[src/rtl/usb3_pipe_pkg.sv]
// rtl/usb3_pipe_pkg.sv - shared constants and state encoding for the PIPE power controller
package usb3_pipe_pkg;

    localparam logic [1:0] P0 = 2'd0;
    localparam logic [1:0] P1 = 2'd1;
    localparam logic [1:0] P2 = 2'd2;
    localparam logic [1:0] P3 = 2'd3;

    localparam logic [2:0] RXSTAT_RX_PRESENT = 3'b011;

    typedef enum logic [1:0] {
        IDLE       = 2'd0,
        PWR_WAIT   = 2'd1,
        RXDET_WAIT = 2'd2,
        POST       = 2'd3
    } pwr_fsm_e;

endpackage

[src/rtl/usb3_pipe_pwr_ctrl.sv]
// rtl/usb3_pipe_pwr_ctrl.sv - PIPE PowerDown and receiver-detect sequencer on the half-rate clock
module usb3_pipe_pwr_ctrl
    import usb3_pipe_pkg::*;
#(
    parameter int         TIMEOUT_CYCLES = 12500,
    parameter logic [1:0] RESET_PWR      = 2'd2
) (
    input  logic       phy_pipe_half_clk,
    input  logic       reset,
    input  logic       pwr_req,
    input  logic [1:0] pwr_target,
    input  logic       rxdet_req,
    input  logic       tx_elecidle_req,
    input  logic [1:0] phy_phy_status,
    input  logic [5:0] phy_rx_status,
    output logic [1:0] phy_power_down,
    output logic       phy_tx_detrx_lpbk,
    output logic       phy_tx_elecidle,
    output logic [1:0] pwr_state,
    output logic       pwr_ack,
    output logic       rxdet_done,
    output logic       rxdet_present,
    output logic       busy,
    output logic       timeout_err
);

    localparam int              TW         = $clog2(TIMEOUT_CYCLES + 1);
    localparam logic [TW-1:0]   TIMER_LAST = TW'(TIMEOUT_CYCLES - 1);
    localparam logic [TW-1:0]   TIMER_MAX  = TW'(TIMEOUT_CYCLES);

    pwr_fsm_e      state;
    logic [TW-1:0] timer;
    logic          stat_hit;
    logic [2:0]    stat_code;

    // PhyStatus arrives in two half-rate slots; slot 0 is older and takes precedence
    always_comb begin
        stat_hit  = |phy_phy_status;
        stat_code = phy_phy_status[0] ? phy_rx_status[2:0] : phy_rx_status[5:3];
    end

    assign busy = (state != IDLE);

    // Request sequencing, PHY control outputs and completion pulses
    always_ff @(posedge phy_pipe_half_clk) begin
        if (reset) begin
            state             <= IDLE;
            timer             <= '0;
            phy_power_down    <= RESET_PWR;
            pwr_state         <= RESET_PWR;
            phy_tx_detrx_lpbk <= 1'b0;
            phy_tx_elecidle   <= 1'b1;
            pwr_ack           <= 1'b0;
            rxdet_done        <= 1'b0;
            rxdet_present     <= 1'b0;
            timeout_err       <= 1'b0;
        end else begin
            pwr_ack         <= 1'b0;
            rxdet_done      <= 1'b0;
            timeout_err     <= 1'b0;
            phy_tx_elecidle <= (pwr_state == P0 && state == IDLE) ? tx_elecidle_req : 1'b1;

            case (state)
                IDLE: begin
                    if (pwr_req) begin
                        if (pwr_target == pwr_state) begin
                            pwr_ack <= 1'b1;
                        end else begin
                            phy_power_down <= pwr_target;
                            timer          <= '0;
                            state          <= PWR_WAIT;
                        end
                    end else if (rxdet_req) begin
                        if (pwr_state == P2) begin
                            phy_tx_detrx_lpbk <= 1'b1;
                            timer             <= '0;
                            state             <= RXDET_WAIT;
                        end else begin
                            rxdet_done    <= 1'b1;
                            rxdet_present <= 1'b0;
                        end
                    end
                end

                PWR_WAIT: begin
                    if (stat_hit) begin
                        pwr_state <= phy_power_down;
                        pwr_ack   <= 1'b1;
                        timer     <= '0;
                        state     <= POST;
                    end else if (timer == TIMER_LAST) begin
                        timeout_err    <= 1'b1;
                        phy_power_down <= pwr_state;
                        timer          <= '0;
                        state          <= POST;
                    end else if (timer != TIMER_MAX) begin
                        timer <= timer + TW'(1);
                    end
                end

                RXDET_WAIT: begin
                    if (stat_hit) begin
                        phy_tx_detrx_lpbk <= 1'b0;
                        rxdet_present     <= (stat_code == RXSTAT_RX_PRESENT);
                        rxdet_done        <= 1'b1;
                        timer             <= '0;
                        state             <= POST;
                    end else if (timer == TIMER_LAST) begin
                        phy_tx_detrx_lpbk <= 1'b0;
                        rxdet_present     <= 1'b0;
                        rxdet_done        <= 1'b1;
                        timeout_err       <= 1'b1;
                        timer             <= '0;
                        state             <= POST;
                    end else if (timer != TIMER_MAX) begin
                        timer <= timer + TW'(1);
                    end
                end

                POST: begin
                    timer <= '0;
                    state <= IDLE;
                end

                default: begin
                    timer <= '0;
                    state <= IDLE;
                end
            endcase
        end
    end

endmodule

[config.mk]
export PLATFORM = sky130hd
export DESIGN_NAME = usb3_pipe_pwr_ctrl
export DESIGN_NICKNAME = d
export VERILOG_FILES = /design/src/rtl/usb3_pipe_pkg.sv /design/src/rtl/usb3_pipe_pwr_ctrl.sv
export SDC_FILE = /design/constraint.sdc
export NUM_CORES = 1
export LEC_CHECK = 0
export ABC_CLOCK_PERIOD_IN_PS = 2900
export CAP_MARGIN = 20
export CORE_MARGIN = 1
export CORE_UTILIZATION = 48
export DETAILED_ROUTE_END_ITERATION = 8
export HOLD_SLACK_MARGIN = 0.1
export PLACE_DENSITY = 0.74
export SYNTH_ARGS = -nofsm -noshare
export SYNTH_HDL_FRONTEND = slang
export SYNTH_SLANG_ARGS = --single-unit
[constraint.sdc]
create_clock -name phy_pipe_half_clk -period 2.9 [get_ports phy_pipe_half_clk]
set_clock_uncertainty 0.15 [all_clocks]
set_input_delay 0.435 -clock phy_pipe_half_clk [delete_from_list [all_inputs] [get_ports phy_pipe_half_clk]]
set_output_delay 0.435 -clock phy_pipe_half_clk [all_outputs]
set_load 0.005 [all_outputs]
==> key figures <==
Status
  – Outcome: complete, but fails checks
  – Failing checks: design-rule violations

Pwr
  – Peak VDD IR: 0.310 mV
  – Pint: 0.000697 W
  – Switch share: 0.366
  – Part of the power in registers: 0.399
  – P_leak: 0.615 nW
  – Share of power burned in combinational logic: 0.431
  – Clock power share: 0.170
  – Pwr/cell area: 622 mW/mm2
  – Net Sw Power: 0.000403 W
  – Tot Pwr: 0.00110 W

Die
  – # IOs: 26
  – Die Y: 56.7 um
  – Initial Util: 0.512
  – Rows: 19
  – Core area: 0.00281 mm2
  – Die area: 0.00322 mm2
  – Die width: 56.7 um

Final layout
  – Fin util: 0.630
  – Ratio of cells with drive above 1 in the final layout: 0.0850
  – Number of inserted diodes: 0
  – Most frequent cells in the layout: 26 x dfxtp_1, 25 x clkdlybuf4s50_1, 18 x nor2_1
  – Final #Nets: 221
  – Synth-to-Final Area Change: 23.1%
  – Filler cell count: 250
  – Commonest non-fill, non-tap cell in the layout: dfxtp_1

Synth
  – Sequential share of the synthesized area: 0.362
  – Synth Instances: 172
  – Post-synth EDFFs: 0
  – Post-synth cell types: 44
  – Ys flop type: dfxtp_1
  – Register bit count reported by yosys: 26
  – Syn. warnings: 0
  – Mapped Nets: 192
  – Synthesized area per cell: 8.35 um2
  – Post-synthesis cell area: 0.00144 mm2
  – Async set-or-reset flop fraction in the synthesized netlist: 0

STA
  – Slew headroom: 0.624
  – Least-Margin Pin Slew: 0.564 ns
  – Final Slew Violations: 0
  – Final hold vios: 0
  – Fmax achieved: 387 MHz
  – # setup viols final: 0
  – Final period util: 0.892
  – Final critical-path required period: 2.59 ns
  – Unrepaired setup endpoints after global routing: no
  – Setup tns final: 0 ns

Job
  – Total of max-cap violations: 0

Drt
  – Remaining DRCs: 10
  – Total Wirelength: 3340 um
  – Wire per inst: 14.5 um
  – 1st-iter DRT viols: 67
  – Post-DRT Antenna Nets: 0
  – DR pass1 iterations: 6
  – Via count: 1377
  – Vias per cell: 5.96

Placement
  – Number of port buffers: 25
  – Placer congestion estimate: 0.819
  – Dpl hpwl: 2560 um

Setup path
  – Crit path cell chain: inv_1 > ha_1 > and2_1 > a32oi_1 > o2111ai_1 > or3_1 > a21oi_1
  – Startpoint Class: flip-flop
  – Top delay family on crit path: compound AO/OA/AOI/OAI gates
  – Worst path required time: 3.01 ns
  – Crit path buf inv count: 1
  – WP data arrival: 2.70 ns
  – Crit. End Element: flip-flop
  – Critical-path top delay cell: a32oi_1
  – WS Path Type: reg2reg
  – Worst-path maximum fanout: 7
  – Worst path max stage delay: 0.50 ns

Clocking
  – Clock root cell: clkbuf_4
  – Clock Latency Late Sink: 0.33 ns
  – CTS buffer count: 3
  – Clock sinks: 26
  – Clock buffer depth: 2
  – TritonCTS clock tree: done
  – Htree depth: 1
  – Hold_buf cts: 0
  – Post-CTS Setup Bufs: 0
  – Clock slew at reported path FFs: 0.15 ns
  – CTS resizes: 0

Global route
  – Largest net degree at the start of global routing: 15
  – All-layer global routing usage: 0.220
  – First-pass GRT wire length: 5580 um
  – Initial antenna violation count: 0
  – Number of global-route vias before repair: 1274
  – GRT Residual Overflow: 0

Min path
  – Hold Path Class: reg2reg
[kinds of logic (layout without fill, tap and decap cells)]
kind of cell / Yosys count / in the layout / synth area share
AO/OA/AOI/OAI: 40 / 40 / 0.190
XOR/XNOR: 8 / 8 / 0.0488
adder cells (fa/ha/maj): 5 / 5 / 0.0436
buffers and inverters: 13 / 41 / 0.0348
flip-flops: 26 / 26 / 0.362
multiplexers: 4 / 4 / 0.0287
AND/OR/NAND/NOR: 76 / 76 / 0.292
[layout make-up]
cell class | instances | area, um2 | area share
multi-input combinational | 133 | 866 | 0.490
sequential | 26 | 520 | 0.294
timing repair buffer | 28 | 273 | 0.154
tap | 31 | 38.8 | 0.0219
clock buffer | 4 | 36.3 | 0.0205
inverter | 9 | 33.8 | 0.0191
[layer usage]
metal / GRT usage / up-vias / routed length [um]
met4: 0.0857 / 0 / 28
met2: 0.405 / 36 / 1690
li1: - / 688 / -
met3: 0.0276 / 4 / 160
met1: 0.256 / 649 / 1470
met5: 0 / - / 0
[registers in the layout, summed over array words and instances (netlist names)]
| name | flops |
|---|---|
| phy_power_down | 2 |
| pwr_state | 2 |
| state | 2 |
| timeout_err | 1 |
| phy_tx_elecidle | 1 |
| rxdet_present | 1 |
| rxdet_done | 1 |
| pwr_ack | 1 |
| phy_tx_detrx_lpbk | 1 |
| timer | 14 |
[cells in the mapped netlist, drive strengths merged, types with 3 or more instances]
cell type	number	area share
nand3	9	0.031
xnor2	3	0.018
inv	9	0.024
nand4	7	0.030
dfxtp	26	0.36
clkbuf	3	0.0078
o31ai	3	0.025
nand4b	3	0.018
o21ai	9	0.034
ha	5	0.044
nor2b	3	0.013
mux2i	3	0.021
a31oi	3	0.013
and3	4	0.017
or3	3	0.013
nand2	12	0.031
nor3	4	0.014
a211oi	3	0.016
or4	4	0.029
xor2	5	0.030
nor2	18	0.047
a21oi	11	0.038
o21a	3	0.016
[path summary, 6_finish.rpt]
| path | from | slack [ns] | endpoint | cells after the start |
|---|---|---|---|---|
| worst min-delay path | phy_tx_detrx_lpbk | 0.35 | phy_tx_detrx_lpbk | 2 |
| worst max-delay path | state[0] | 0.31 | timer[10] | 7 |
| worst min register to register | phy_tx_detrx_lpbk | 0.35 | phy_tx_detrx_lpbk | 2 |
| worst max register to register | state[0] | 0.31 | timer[10] | 7 |
[worst reg2reg max path, delay by kind of cell (launching register included)]
family / cells / cell delay (ns)
flops: 1 / 0.38
compound gates: 3 / 0.98
simple gates: 2 / 0.66
fa+ha+maj: 1 / 0.28
buf+inv: 1 / 0.07
[metrics by stage]
stage | area (um2) | worst slack [ns] | instances | hold slack (ns)
finish | 1770 | 0.315 | 231 | 0.345
global route | 1770 | 0.143 | 231 | 0.371
CTS | 1770 | 0.361 | 231 | 0.344
detailed placement | 1730 | 0.256 | 227 | 0.324
global placement | 1730 | 0.335 | 227 | 0.310
floorplan | 1440 | 0.717 | 172 | 0.302
[power groups by stage]
stage                     Combinational (W)  Sequential, W  Clock [W]
final                              0.000474       0.000439   0.000187
after global routing               0.000522       0.000446   0.000205
after detailed placement           0.000472       0.000446          0
after CTS                          0.000476       0.000438   0.000193
after global placement             0.000463       0.000443          0
after floorplan                    0.000309       0.000440          0
Note: power is estimated with default switching activity, not from simulation.
